$ cat config.mk
export PLATFORM = sky130hd
export DESIGN_NAME = leaf_uplink_arbiter
export DESIGN_NICKNAME = d
export VERILOG_FILES = /design/src/rtl/noc_pkg.sv /design/src/rtl/noc_sync_fifo.sv /design/src/rtl/leaf_uplink_arbiter.sv
export SDC_FILE = /design/constraint.sdc
export NUM_CORES = 1
export LEC_CHECK = 0
export ABC_CLOCK_PERIOD_IN_PS = 10700
export CAP_MARGIN = 15
export CORE_ASPECT_RATIO = 1.1
export CORE_MARGIN = 2
export CORE_UTILIZATION = 60
export CTS_CLUSTER_SIZE = 14
export DETAILED_ROUTE_END_ITERATION = 10
export PLACE_DENSITY = 0.91
export SLEW_MARGIN = 25
export SYNTH_ARGS = -nofsm -noshare
export SYNTH_HDL_FRONTEND = slang
export SYNTH_HIERARCHICAL = 1
export SYNTH_SLANG_ARGS = --single-unit
$ cat constraint.sdc
create_clock -name clk -period 10.7 [get_ports clk]
set_input_delay 1.07 -clock clk [delete_from_list [all_inputs] [get_ports clk]]
set_output_delay 1.07 -clock clk [all_outputs]
set_load 0.03 [all_outputs]
$ cat src/rtl/noc_pkg.sv
// -----------------------------------------------------------------------------
// noc_pkg
// Shared NoC constants and types for the leaf uplink path.
//   - flit field positions (destination group / destination leaf)
//   - NUM_NODES, flit typedef, head classification helper
// No ports (package).
// -----------------------------------------------------------------------------
package noc_pkg;

    localparam int unsigned NUM_NODES     = 4;
    localparam int unsigned FLIT_W        = 16;

    localparam int unsigned DEST_GRP_MSB  = 15;
    localparam int unsigned DEST_GRP_LSB  = 12;
    localparam int unsigned DEST_LEAF_MSB = 11;
    localparam int unsigned DEST_LEAF_LSB = 10;

    typedef logic [FLIT_W-1:0] flit_t;

    typedef enum logic {
        CLS_UP    = 1'b0,
        CLS_LOCAL = 1'b1
    } flit_class_e;

    // A flit addressed to our own group and leaf is turned back locally.
    function automatic flit_class_e flit_class(
        input flit_t      f,
        input logic [3:0] grp,
        input logic [1:0] leaf
    );
        if (f[DEST_GRP_MSB:DEST_GRP_LSB] == grp &&
            f[DEST_LEAF_MSB:DEST_LEAF_LSB] == leaf)
            return CLS_LOCAL;
        return CLS_UP;
    endfunction

endpackage

$ cat src/rtl/noc_sync_fifo.sv
// -----------------------------------------------------------------------------
// noc_sync_fifo
// Single-clock FIFO with extra-MSB pointers; full/empty are derived from the
// registered pointers only, so push acceptance never depends on this cycle's pop.
// Ports:
//   clk, reset     clock, asynchronous active-high reset (empties the FIFO)
//   push,push_data write request / data (ignored while full)
//   pop            read request (ignored while empty)
//   full, empty    status
//   head_data      entry at the read pointer (valid when !empty)
// -----------------------------------------------------------------------------
module noc_sync_fifo #(
    parameter int unsigned DWIDTH     = 16,
    parameter int unsigned FIFO_DEPTH = 8
) (
    input  logic              clk,
    input  logic              reset,
    input  logic              push,
    input  logic [DWIDTH-1:0] push_data,
    input  logic              pop,
    output logic              full,
    output logic              empty,
    output logic [DWIDTH-1:0] head_data
);

    localparam int unsigned AW = $clog2(FIFO_DEPTH);

    logic [AW:0]       r_wr_ptr;
    logic [AW:0]       r_rd_ptr;
    logic [DWIDTH-1:0] r_mem [FIFO_DEPTH];
    logic              w_do_push;
    logic              w_do_pop;

    assign full      = (r_wr_ptr[AW] != r_rd_ptr[AW]) &&
                       (r_wr_ptr[AW-1:0] == r_rd_ptr[AW-1:0]);
    assign empty     = (r_wr_ptr == r_rd_ptr);
    assign w_do_push = push && !full;
    assign w_do_pop  = pop && !empty;
    assign head_data = r_mem[r_rd_ptr[AW-1:0]];

    always_ff @(posedge clk or posedge reset) begin
        if (reset) begin
            r_wr_ptr <= '0;
            r_rd_ptr <= '0;
        end else begin
            if (w_do_push) r_wr_ptr <= r_wr_ptr + (AW+1)'(1);
            if (w_do_pop)  r_rd_ptr <= r_rd_ptr + (AW+1)'(1);
        end
    end

    // Storage needs no reset: entries are only observed between the pointers.
    always_ff @(posedge clk) begin
        if (w_do_push) r_mem[r_wr_ptr[AW-1:0]] <= push_data;
    end

endmodule

$ cat src/rtl/leaf_uplink_arbiter.sv
// -----------------------------------------------------------------------------
// leaf_uplink_arbiter
// Leaf-side injection stage: 4 node ingress FIFOs, a round-robin arbiter and
// two registered outputs (spine uplink, local loopback for own-leaf flits).
// Optional build macro: LEAF_UPLINK_STATS_EN adds saturating grant/stall counters.
// Ports:
//   clk, reset                      clock, asynchronous active-high reset
//   node_in_data/valid/ready        4 node ingress streams (node i at [i*DWIDTH +: DWIDTH])
//   link_ready                      uplink backpressure
//   up_out_data/valid               flit toward spine leaf port
//   loop_out_data/valid/ready       locally addressed flits
//   stat_grants, stat_stall         (LEAF_UPLINK_STATS_EN) per-node grants, uplink stall cycles
// -----------------------------------------------------------------------------
module leaf_uplink_arbiter
    import noc_pkg::*;
#(
    parameter logic [3:0]  GROUP_ID   = 4'b0001,
    parameter logic [1:0]  LEAF_ID    = 2'd0,
    parameter int unsigned DWIDTH     = 16,
    parameter int unsigned FIFO_DEPTH = 8
) (
    input  logic                    clk,
    input  logic                    reset,
    input  logic [4*DWIDTH-1:0]     node_in_data,
    input  logic [3:0]              node_in_valid,
    output logic [3:0]              node_in_ready,
    input  logic                    link_ready,
    output logic [DWIDTH-1:0]       up_out_data,
    output logic                    up_out_valid,
    output logic [DWIDTH-1:0]       loop_out_data,
    output logic                    loop_out_valid,
    input  logic                    loop_out_ready
`ifdef LEAF_UPLINK_STATS_EN
    ,
    output logic [4*16-1:0]         stat_grants,
    output logic [15:0]             stat_stall
`endif
);

    logic [NUM_NODES-1:0] w_full;
    logic [NUM_NODES-1:0] w_empty;
    logic [NUM_NODES-1:0] w_push;
    logic [NUM_NODES-1:0] w_pop;
    logic [NUM_NODES-1:0] w_local;
    logic [NUM_NODES-1:0] w_elig;
    flit_t                w_head [NUM_NODES];

    logic                 w_up_free;
    logic                 w_loop_free;
    logic                 w_gnt_valid;
    logic [1:0]           w_gnt_idx;

    logic [1:0]           r_ptr;
    logic [DWIDTH-1:0]    r_up_data;
    logic                 r_up_valid;
    logic [DWIDTH-1:0]    r_loop_data;
    logic                 r_loop_valid;

    assign node_in_ready = ~w_full;
    assign w_up_free     = !r_up_valid   || link_ready;
    assign w_loop_free   = !r_loop_valid || loop_out_ready;

    for (genvar g = 0; g < NUM_NODES; g++) begin : g_node
        assign w_push[g] = node_in_valid[g] && !w_full[g];
        assign w_pop[g]  = w_gnt_valid && (w_gnt_idx == 2'(g));

        noc_sync_fifo #(
            .DWIDTH     (DWIDTH),
            .FIFO_DEPTH (FIFO_DEPTH)
        ) u_fifo (
            .clk       (clk),
            .reset     (reset),
            .push      (w_push[g]),
            .push_data (node_in_data[g*DWIDTH +: DWIDTH]),
            .pop       (w_pop[g]),
            .full      (w_full[g]),
            .empty     (w_empty[g]),
            .head_data (w_head[g])
        );

        assign w_local[g] = (flit_class(w_head[g], GROUP_ID, LEAF_ID) == CLS_LOCAL);
        // Eligibility looks only at the output this head needs, so a stuck
        // loopback never blocks other nodes' uplink traffic.
        assign w_elig[g]  = !w_empty[g] && (w_local[g] ? w_loop_free : w_up_free);
    end

    always_comb begin
        logic [1:0] w_idx;
        w_gnt_valid = 1'b0;
        w_gnt_idx   = r_ptr;
        w_idx       = r_ptr;
        for (int unsigned k = 0; k < NUM_NODES; k++) begin
            w_idx = r_ptr + k[1:0];
            if (!w_gnt_valid && w_elig[w_idx]) begin
                w_gnt_valid = 1'b1;
                w_gnt_idx   = w_idx;
            end
        end
    end

    always_ff @(posedge clk or posedge reset) begin
        if (reset) begin
            r_ptr        <= '0;
            r_up_data    <= '0;
            r_up_valid   <= 1'b0;
            r_loop_data  <= '0;
            r_loop_valid <= 1'b0;
        end else begin
            if (w_gnt_valid) r_ptr <= w_gnt_idx + 2'd1;

            if (w_gnt_valid && !w_local[w_gnt_idx]) begin
                r_up_data  <= w_head[w_gnt_idx];
                r_up_valid <= 1'b1;
            end else if (link_ready) begin
                r_up_valid <= 1'b0;
            end

            if (w_gnt_valid && w_local[w_gnt_idx]) begin
                r_loop_data  <= w_head[w_gnt_idx];
                r_loop_valid <= 1'b1;
            end else if (loop_out_ready) begin
                r_loop_valid <= 1'b0;
            end
        end
    end

    assign up_out_data    = r_up_data;
    assign up_out_valid   = r_up_valid;
    assign loop_out_data  = r_loop_data;
    assign loop_out_valid = r_loop_valid;

`ifdef LEAF_UPLINK_STATS_EN
    logic [15:0] r_stat_grants [NUM_NODES];
    logic [15:0] r_stat_stall;

    always_ff @(posedge clk or posedge reset) begin
        if (reset) begin
            for (int unsigned i = 0; i < NUM_NODES; i++) r_stat_grants[i] <= '0;
            r_stat_stall <= '0;
        end else begin
            for (int unsigned i = 0; i < NUM_NODES; i++) begin
                if (w_pop[i] && r_stat_grants[i] != '1)
                    r_stat_grants[i] <= r_stat_grants[i] + 16'd1;
            end
            if (r_up_valid && !link_ready && r_stat_stall != '1)
                r_stat_stall <= r_stat_stall + 16'd1;
        end
    end

    for (genvar g = 0; g < NUM_NODES; g++) begin : g_stat
        assign stat_grants[g*16 +: 16] = r_stat_grants[g];
    end
    assign stat_stall = r_stat_stall;
`endif

endmodule

==> impl_metrics.toml, run 1 <==
[route]
avgRoutedWirePerCell_um = 29.0
routed_via_density = 6.63
dr.first_iter.drc_count = 1433
length_of_the_first_detailed_routing_pass_in_iterations = 5
antenna_left = 0
detailed_route_drc_error_count = 0
postRouteWirelength_mm = 54.9
route.vias.total = 12536

[sta]
setup_violations = 0
final_hold_viol_count = 0
fmax_mhz = 182
setup_repair_after_global_routing_missed_its_margin = "no"
skew_ps = 21.4
fin_crit_sh_pct = 51.2
finalWorstPathRequiredPeriod_ps = 5480
totalNegativeSetupSlack_ps = 0
worst_slew_pin_slew_ps = 1040
worst_slew_margin_rel_pct = 30.5
slew_viol_final = 0

[floorplan]
die_w_um = 198
die-area_mm2 = 0.0428
coreArea_mm2 = 0.0405
vertical_die_dimension_um = 217
floorplan.rows = 77
starting_density_pct = 61.1
io_pins = 110

[clock_tree]
cts_resized = 0
cts_hold_buffers = 0
cts_num_sinks = 580
cts.repair_timing.setup_buffer_count = 0
tritoncts.num_buffers = 53
clock-root-buffer = "sky130_fd_sc_hd__clkbuf_16"
htreeDepth = 2
clk_latency_ps = 610
clk_pin_slew_worst_paths_ps = 60
clock_tree.buffer_depth = 3
cts_tree = "yes"

[yosys]
most_frequently_used_cell_type_in_the_post_synthesis_netlist = "sky130_fd_sc_hd__edfxtp_1"
synth_cell_type_count = 57
syn-cell-area_mm2 = 0.0247
synth.top_cells.by_area = "sky130_fd_sc_hd__edfxtp_1 (62%), sky130_fd_sc_hd__mux4_1 (11%), sky130_fd_sc_hd__dfrtp_1 (6.9%), sky130_fd_sc_hd__mux2_2 (3.6%), sky130_fd_sc_hd__mux4_2 (2.6%)"
synth_ff_type = "sky130_fd_sc_hd__edfxtp_1"
postSynthNetCount = 1285
ys_seq_elements = 580
most_frequent_cells_after_synthesis = "sky130_fd_sc_hd__edfxtp_1 (512), sky130_fd_sc_hd__mux4_1 (99), sky130_fd_sc_hd__mux2_2 (80)"
synthesis.area_per_instance_um2 = 20.6
netlist.top_cell.by_area = "sky130_fd_sc_hd__edfxtp_1"
synth_enable_flop_cells = 512
synth_async_reset_ratio_pct = 11.7
synth-seq-area-share_pct = 69.1
synth_largest_type_area_fraction_pct = 62.2
yosys_warnings = 6
synth_cells = 1201

[layout]
layout-drive-gt1-share_pct = 20.4
area_delta_synth_final_pct = 13.6
fill_count = 2311
fin_cells = 1892
nets = 1420

[outcome]
status = "finished clean"

[worst_setup_path]
timing.critical_path.fanout_max = 37
crit_type = "flip-flop to flip-flop"
crit_path_cell_trace = "buf_4 -> mux4_1 -> mux2_2 -> nor4b_1 -> a21oi_1 -> a211o_1 -> a221o_2 -> a2bb2oi_4 -> inv_4 -> nand2_1 -> a2bb2oi_4 -> mux2_2"
crit_family = "compound AO/OA/AOI/OAI gates"
worstPathBufferInverterCount = 2
cp_slowest_cell = "sky130_fd_sc_hd__mux4_1"
startpoint_type_of_the_worst_setup_path = "flip-flop"
max_stage_delay_ps = 650
worstPathArrival_ps = 5960
worst-endpoint-required_ps = 11180
timing.critical_path.to_type = "flip-flop"

[placed_design]
gp_congestion = 0.874
port-buffer-count = 109
detailed_place_hpwl_mm = 33.5
placed_cells = 1793

[run]
drv.max_cap_violation_count = 0

[global_route]
vias_in_the_first_global_route = 12693
globalRouteTotalUtil_pct = 26.2
antenna_found_initial = 3
grt_start_max_net_pins = 38
grt_remaining_overflow = 0
first_pass_grt_wire_length_mm = 81.5

[power_and_ir_drop]
peakVddDrop_mv = 0.219
power-per-cell-area_mw_per_mm2 = 305
power.static_leakage_nw = 9.72

[hold_path]
hold_path.class = "flip-flop to flip-flop"
[worst paths after layout]
check	startpoint	endpoint	slack [ps]	depth (start not counted)
worst max-delay path	g_node[1].u_fifo/r_rd_ptr[0]	up_out_data[13]	5220	12
worst max register to register	g_node[1].u_fifo/r_rd_ptr[0]	up_out_data[13]	5220	12
max in group asynchronous	reset	loop_out_data[15]	8830	3
worst min-delay path	loop_out_data[11]	loop_out_data[11]	490	1
worst min register to register	loop_out_data[11]	loop_out_data[11]	490	1
min in group asynchronous	reset	g_node[1].u_fifo/r_wr_ptr[0]	1180	2
[metrics by stage]
step	util [%]	cell area (um2)	power (mW)	setup WS, ps	hold slack, ps
final	69.4	28100	8.55	5220	494
after global routing	69.4	28100	8.86	4910	505
after CTS	69.3	28000	8.55	5100	494
after detailed placement	65.2	26400	6.63	5190	470
after global placement	65.2	26400	6.45	5330	477
after floorplan	-	24700	5.70	6430	513
[power breakdown]
group          total [mW]  internal (mW)  switching [mW]
logic                3.36           1.46            1.90
clock network        1.84           1.04           0.806
registers            3.35           2.95           0.405
[cells by family (layout without fill, tap and decap cells)]
logic type,count (synthesis),count (layout),synth area share [%]
and+or+nand+nor,142,142,3.33
adders and majority gates,12,12,0.607
buffers and inverters,98,275,2.51
DFF,580,580,69.1
AOI/OAI and AO/OA,53,53,2.68
xor gates and xnor gates,39,39,2.02
muxes,277,277,19.8
other,0,1,0
[flip-flops by register name, indices dropped and copies added (netlist names)]
signal                  count
g_node.u_fifo/r_mem       512
g_node.u_fifo/r_rd_ptr     16
g_node.u_fifo/r_wr_ptr     16
loop_out_data              16
up_out_data                16
r_ptr                       2
loop_out_valid              1
up_out_valid                1
[worst register-to-register path: stages (launching register included)]
cell	delay, ps
sky130_fd_sc_hd__dfrtp_2	350
sky130_fd_sc_hd__buf_4	530
sky130_fd_sc_hd__mux4_1	660
sky130_fd_sc_hd__mux2_2	320
sky130_fd_sc_hd__nor4b_1	360
sky130_fd_sc_hd__a21oi_1	140
sky130_fd_sc_hd__a211o_1	360
sky130_fd_sc_hd__a221o_2	420
sky130_fd_sc_hd__a2bb2oi_4	630
sky130_fd_sc_hd__inv_4	360
sky130_fd_sc_hd__nand2_1	230
sky130_fd_sc_hd__a2bb2oi_4	590
sky130_fd_sc_hd__mux2_2	430
[final cells by class]
cell class | count | area, um2 | area share (%)
diodes | 1 | 2.50 | 0.00892
clock buffers | 74 | 1480 | 5.26
clock inverters | 23 | 198 | 0.704
inverters | 41 | 156 | 0.557
multi-input cells | 523 | 7200 | 25.7
flip-flops and latches | 580 | 17100 | 60.9
well taps | 513 | 642 | 2.29
repair buffers | 137 | 1310 | 4.65
[layer usage]
layer / share of wire, % / vias to the layer above / GRT usage, %
li1: - / 5254 / -
met1: 37 / 6465 / 35.1
met2: 50 / 669 / 42.1
met3: 8.9 / 144 / 4.99
met4: 4.4 / 4 / 12.5
met5: 0.047 / - / 0
[cells in the final DEF, fill, tap and decap left out, drive strengths merged, types with 3 or more instances in the layout]
master and count:
bufinv 3, and2 18, clkbuf 74, nor2 22, a21oi 3, ha 12, and4 7, nor2b 9
or3 4, mux2i 60, nor4 13, xor2 18, nor3 17, o41ai 18, clkinv 17, mux4 128
nand2b 11, dfrtp 68, edfxtp 512, inv 42, nand4 8, xnor2 21, nand2 24, o311ai 13
buf 28, a41oi 3, clkdlybuf4s50 109, a2bb2oi 3, mux2 89, nor4b 3
No activity file was read; power rests on OpenSTA's default activity.
==> inputs of run 2 (changes only) <==
Settings changed: ABC_CLOCK_PERIOD_IN_PS 10700 to 5690.
Clock period 10.7 ns to 5.69 ns, I/O delays scaled along.
==> run 2 against run 1 <==
Compared with the run above: first-iteration DRC count is 3.5% lower; clock skew is 5.5 ps higher; maximum frequency is 4.5% higher; clock power is 99% higher; setup slack worse by 4800 ps; global-route usage is 0.58 points higher; worst hold slack worse by 3.8 ps; critical path depth is 1 lower; clock-buffer cell count is 4 lower; sequential power is 90% higher; critical path type unchanged; largest power group unchanged; highest routed layer unchanged.
==> impl_metrics.toml, run 2 (synthesis results as in run 1) <==
[sta]
finalWorstPathRequiredPeriod_ps = 5250
fmax_mhz = 191
setup_repair_after_global_routing_missed_its_margin = "no"
worst_slew_pin_slew_ps = 1110
hold_ws_ps = 490
slew_viol_final = 0
totalNegativeSetupSlack_ps = 0
fin_crit_sh_pct = 92.2
skew_ps = 26.8
final_hold_viol_count = 0
worst_slew_margin_rel_pct = 25.9
setup_violations = 0

[clock_tree]
cts.repair_timing.setup_buffer_count = 0
cts_resized = 0
tritoncts.num_buffers = 54
clk_pin_slew_worst_paths_ps = 70
clock-root-buffer = "sky130_fd_sc_hd__clkbuf_16"
clk_latency_ps = 610
cts_num_sinks = 580
htreeDepth = 2
cts_hold_buffers = 0
cts_tree = "yes"
clock_tree.buffer_depth = 3

[floorplan]
io_pins = 110
coreArea_mm2 = 0.0405
vertical_die_dimension_um = 217
die-area_mm2 = 0.0428
floorplan.rows = 77
die_w_um = 198
starting_density_pct = 61.1

[outcome]
status = "finished clean"

[power_and_ir_drop]
total_switching_power_mw = 5.92
power.static_leakage_nw = 9.86
power.share.clock_pct = 22.3
peakVddDrop_mv = 0.384
cell_int_power_mw = 10.5
power-per-cell-area_mw_per_mm2 = 579
switching_share_pct = 36.1
part_of_the_power_in_combinational_logic_pct = 38.9
power.sequential.fraction_pct = 38.8

[placed_design]
detailed_place_hpwl_mm = 34.5
port-buffer-count = 109
gp_congestion = 0.867

[worst_setup_path]
startpoint_type_of_the_worst_setup_path = "flip-flop"
reg2reg_setup_slack_ps = 440
worstReg2RegStart = "g_node[3].u_fifo/r_rd_ptr[0]"
crit_type = "flip-flop to flip-flop"
timing.critical_path.to_type = "flip-flop"
worstPathArrival_ps = 5740
r2r_cells = 11
capture_instance_of_the_worst_register_to_register_path = "up_out_data[11]"
timing.critical_path.fanout_max = 19
worst-endpoint-required_ps = 6180

[layout]
layout-drive-gt1-share_pct = 21.4
final_cell_mix = "sky130_fd_sc_hd__edfxtp_1 (512), sky130_fd_sc_hd__clkdlybuf4s50_1 (109), sky130_fd_sc_hd__mux4_1 (99)"
largest_register_ff_count = 512
area_delta_synth_final_pct = 14.5
mostFrequentLayoutCell = "sky130_fd_sc_hd__edfxtp_1"
nets = 1436

[run]
drv.max_cap_violation_count = 0

[route]
route.vias.total = 12735
routed_via_density = 6.67
antenna_left = 0
length_of_the_first_detailed_routing_pass_in_iterations = 6
detailed_route_drc_error_count = 0
dr.first_iter.drc_count = 1383
avgRoutedWirePerCell_um = 29.4
postRouteWirelength_mm = 56.0

[hold_path]
whs_path_depth = 1
hold_path.startpoint = "loop_out_data[14]"
hold_path.class = "flip-flop to flip-flop"
hold_end = "loop_out_data[14]"

[global_route]
grt_start_max_net_pins = 37
antenna_found_initial = 4
grt_remaining_overflow = 0
vias_in_the_first_global_route = 13102
globalRouteTotalUtil_pct = 26.8
first_pass_grt_wire_length_mm = 83.1
-- run 2: changes by cell type in the layout (fill, tap and decap cells not counted), moves of 3 or more --
| cell | before | now |
|---|---|---|
| sky130_fd_sc_hd__bufinv_16 | 3 | 7 |
| sky130_fd_sc_hd__clkbuf_1 | 16 | 12 |
| sky130_fd_sc_hd__buf_4 | 27 | 39 |
| sky130_fd_sc_hd__dfrtp_1 | 61 | 64 |
-- run 2: power by group through the flow --
stage               logic [mW]  clock network, mW  registers (mW)
floorplan                 4.69                  0            6.04
finish                    6.38               3.66            6.36
detailed placement        6.19                  0            6.40
CTS                       6.33               3.70            6.35
global route              6.71               3.86            6.42
global placement          5.93                  0            6.33
-- run 2: worst max-delay path: stages (launching register included) --
cell	delay [ps]
sky130_fd_sc_hd__dfrtp_2	750
sky130_fd_sc_hd__buf_4	430
sky130_fd_sc_hd__mux4_1	620
sky130_fd_sc_hd__mux2_2	310
sky130_fd_sc_hd__nor2_1	280
sky130_fd_sc_hd__a31oi_1	160
sky130_fd_sc_hd__nor2b_1	220
sky130_fd_sc_hd__o311ai_0	390
sky130_fd_sc_hd__and3_1	610
sky130_fd_sc_hd__mux2_2	340
sky130_fd_sc_hd__a2bb2oi_4	560
sky130_fd_sc_hd__mux2_2	420
-- run 2: per-layer routing --
layer	vias to the layer above	share of wire, %	GRT usage [%]
met5	-	0.070	0
li1	5286	-	-
met3	134	8.9	5.13
met1	6607	37	35.5
met4	6	3.8	10.8
met2	702	50	44.4
-- run 2: worst max path at each step --
stage | startpoint | end | slack [ps] | cells past startpoint
floorplan | g_node[0].u_fifo/r_rd_ptr[0] | g_node[2].u_fifo/r_rd_ptr[3] | 1420 | 17
global placement | g_node[0].u_fifo/r_rd_ptr[0] | up_out_data[14] | 800 | 10
detailed placement | g_node[3].u_fifo/r_rd_ptr[0] | up_out_data[11] | 570 | 11
CTS | g_node[3].u_fifo/r_rd_ptr[0] | up_out_data[11] | 490 | 11
global route | g_node[3].u_fifo/r_rd_ptr[0] | up_out_data[11] | 250 | 11
finish | g_node[3].u_fifo/r_rd_ptr[0] | up_out_data[11] | 440 | 11
-- run 2: through the flow --
step           setup slack (ps)  power [mW]  cell area (um2)  std cells  utilization (%)
2_1_floorplan              1420        10.7            24700       1201                -
3_3_place_gp                796        12.3            26500       1806             65.4
3_5_place_dp                570        12.6            26500       1806             65.4
4_1_cts                     486        16.4            28300       1904             69.9
5_1_grt                     252        17.0            28300       1908             70.0
6_report                    443        16.4            28300       1908             70.0
-- run 2: area by class of cell --
class	count	area [um2]
antenna	1	2.50
clock buffer	70	1450
clock inverter	28	339
fill	2242	12200
inverter	41	156
multi-input combinational	523	7200
sequential	580	17100
tap	513	642
timing repair buffer	152	1440
==> inputs of run 3 (changes only) <==
Settings changed: CAP_MARGIN 15 to 20, GPL_TIMING_DRIVEN set to 0.
==> run 3 against run 2 <==
Compared with the run above: power grew 2.5%; clock power decreased by 2%; highest routed layer unchanged; wire length increased by 3.7%; global-route usage rose by 0.91 points; worst hold slack got worse by 15 ps; setup slack got worse by 51 ps; combinational power up 15%.
==> impl_metrics.toml, run 3 (synthesis results as in run 1) <==
[layout]
mostFrequentLayoutCell = "sky130_fd_sc_hd__edfxtp_1"
largest_register_ff_count = 512
final_cell_mix = "sky130_fd_sc_hd__edfxtp_1 (512), sky130_fd_sc_hd__clkdlybuf4s50_1 (109), sky130_fd_sc_hd__mux4_1 (99)"
fin_cells = 1980
fill_count = 2202
final_core_utilization_pct = 71.3
area_delta_synth_final_pct = 16.7
nets = 1505
layout-drive-gt1-share_pct = 24.2

[clock_tree]
tritoncts.num_buffers = 53
clk_latency_ps = 610
cts_tree = "yes"
clock_tree.buffer_depth = 3
cts.repair_timing.setup_buffer_count = 0
cts_hold_buffers = 0
cts_num_sinks = 580
htreeDepth = 2
clock-root-buffer = "sky130_fd_sc_hd__clkbuf_16"
cts_resized = 0
clk_pin_slew_worst_paths_ps = 60

[route]
postRouteWirelength_mm = 58.1
dr_wl_met3_mm = 5.20
dr.first_iter.drc_count = 1469
route.layer.met1.wl_mm = 20.9
avgRoutedWirePerCell_um = 29.3
detailed_route_drc_error_count = 0
routed_via_density = 6.66
route.vias.total = 13186
length_of_the_first_detailed_routing_pass_in_iterations = 5
antenna_left = 0
maxUsedRoutingLayer = "met5"
detailroute.wirelength.met2_mm = 29.9

[global_route]
antenna_found_initial = 3
globalRouteTotalUtil_pct = 27.7
first_pass_grt_wire_length_mm = 85.7
grt_start_max_net_pins = 21
grt_remaining_overflow = 0
vias_in_the_first_global_route = 13463

[floorplan]
starting_density_pct = 61.1
die_w_um = 198
vertical_die_dimension_um = 217
io_pins = 110
die-area_mm2 = 0.0428
floorplan.rows = 77
coreArea_mm2 = 0.0405

[worst_setup_path]
r2r_cells = 17
crit_type = "flip-flop to flip-flop"
reg2reg_setup_slack_ps = 390
timing.critical_path.to_type = "flip-flop"
startpoint_type_of_the_worst_setup_path = "flip-flop"
timing.critical_path.fanout_max = 11
worstReg2RegStart = "g_node[0].u_fifo/r_rd_ptr[1]"
capture_instance_of_the_worst_register_to_register_path = "g_node[3].u_fifo/r_rd_ptr[3]"
worstPathArrival_ps = 5760
worst-endpoint-required_ps = 6150

[sta]
fin_crit_sh_pct = 93.1
totalNegativeSetupSlack_ps = 0
final_hold_viol_count = 0
worst_slew_pin_slew_ps = 914
worst_slew_margin_rel_pct = 38.6
finalWorstPathRequiredPeriod_ps = 5300
setup_violations = 0
fmax_mhz = 189
slew_viol_final = 0
setup_repair_after_global_routing_missed_its_margin = "no"
skew_ps = 15.7

[power_and_ir_drop]
power.static_leakage_nw = 10.2
power-per-cell-area_mw_per_mm2 = 583
peakVddDrop_mv = 0.375

[placed_design]
detailed_place_hpwl_mm = 38.0
gp_congestion = 0.832
placed_cells = 1879
port-buffer-count = 109

[hold_path]
hold_end = "loop_out_data[12]"
whs_path_depth = 1
hold_path.startpoint = "loop_out_data[12]"
hold_path.class = "flip-flop to flip-flop"

[outcome]
status = "finished clean"

[run]
drv.max_cap_violation_count = 0
[run 3: changes by cell type in the layout (fill, tap and decap cells not counted), sizes merged]
| cell | delta |
|---|---|
| buf | +57 |
| clkbuf | +19 |
| clkinv | -3 |
| clkinvlp | -2 |
| diode | +2 |
| inv | -1 |
[run 3: worst max-delay path by stage]
stage / to / slack [ps] / start
floorplan: g_node[2].u_fifo/r_rd_ptr[3] / 1420 / g_node[0].u_fifo/r_rd_ptr[0]
global placement: g_node[1].u_fifo/r_mem[4][14] / 280 / g_node[1].u_fifo/r_rd_ptr[3]
detailed placement: g_node[3].u_fifo/r_rd_ptr[3] / 500 / g_node[0].u_fifo/r_rd_ptr[1]
CTS: g_node[3].u_fifo/r_rd_ptr[3] / 410 / g_node[0].u_fifo/r_rd_ptr[1]
global route: g_node[3].u_fifo/r_rd_ptr[3] / 150 / g_node[0].u_fifo/r_rd_ptr[1]
finish: g_node[3].u_fifo/r_rd_ptr[3] / 390 / g_node[0].u_fifo/r_rd_ptr[1]
[run 3: final cells by class]
cell class / instances / area (um2) / share of cell area [%]
antenna: 3 / 7.51 / 0.0260
buffer: 57 / 464 / 1.61
clock buffer: 76 / 1430 / 4.97
tap: 513 / 642 / 2.23
multi-input combinational: 523 / 7160 / 24.8
sequential: 580 / 17100 / 59.2
clock inverter: 22 / 309 / 1.07
inverter: 41 / 156 / 0.542
timing repair buffer: 165 / 1590 / 5.50
[run 3: metal layers]
| metal | global-route usage, % | vias to the layer above |
|---|---|---|
| met5 | 0 | - |
| li1 | - | 5424 |
| met1 | 35.8 | 6801 |
| met4 | 11.0 | 2 |
| met3 | 4.94 | 146 |
| met2 | 47.1 | 813 |
[run 3: metrics by stage]
step	hold WS [ps]	setup WS (ps)	power, mW	cell area, um2
after floorplan	385	1420	10.7	24700
after detailed placement	459	504	13.0	27100
after CTS	479	415	16.8	28800
final	475	392	16.8	28800
after global placement	456	284	12.5	26400
after global routing	510	149	17.4	28800
[run 3: worst max-delay path: stages, from the launching register on]
cell and delay (ps):
sky130_fd_sc_hd__dfrtp_1 370, sky130_fd_sc_hd__buf_6 180, sky130_fd_sc_hd__clkbuf_1 610, sky130_fd_sc_hd__mux4_1 440, sky130_fd_sc_hd__mux2_2 340, sky130_fd_sc_hd__or4b_4 580
sky130_fd_sc_hd__o311a_1 350, sky130_fd_sc_hd__a211o_1 280, sky130_fd_sc_hd__o311ai_0 100, sky130_fd_sc_hd__and3_1 270, sky130_fd_sc_hd__buf_6 200, sky130_fd_sc_hd__buf_2 340
sky130_fd_sc_hd__inv_1 140, sky130_fd_sc_hd__ha_1 210, sky130_fd_sc_hd__and2_1 220, sky130_fd_sc_hd__and4_1 240, sky130_fd_sc_hd__o311ai_0 100, sky130_fd_sc_hd__o311ai_1 170
[run 3: power breakdown]
part | internal [mW] | leakage [nW] | switching (mW) | total, mW
Combinational | 3.11 | 3.90 | 4.20 | 7.31
Clock | 2.07 | 0.837 | 1.51 | 3.58
Sequential | 5.53 | 5.45 | 0.383 | 5.92
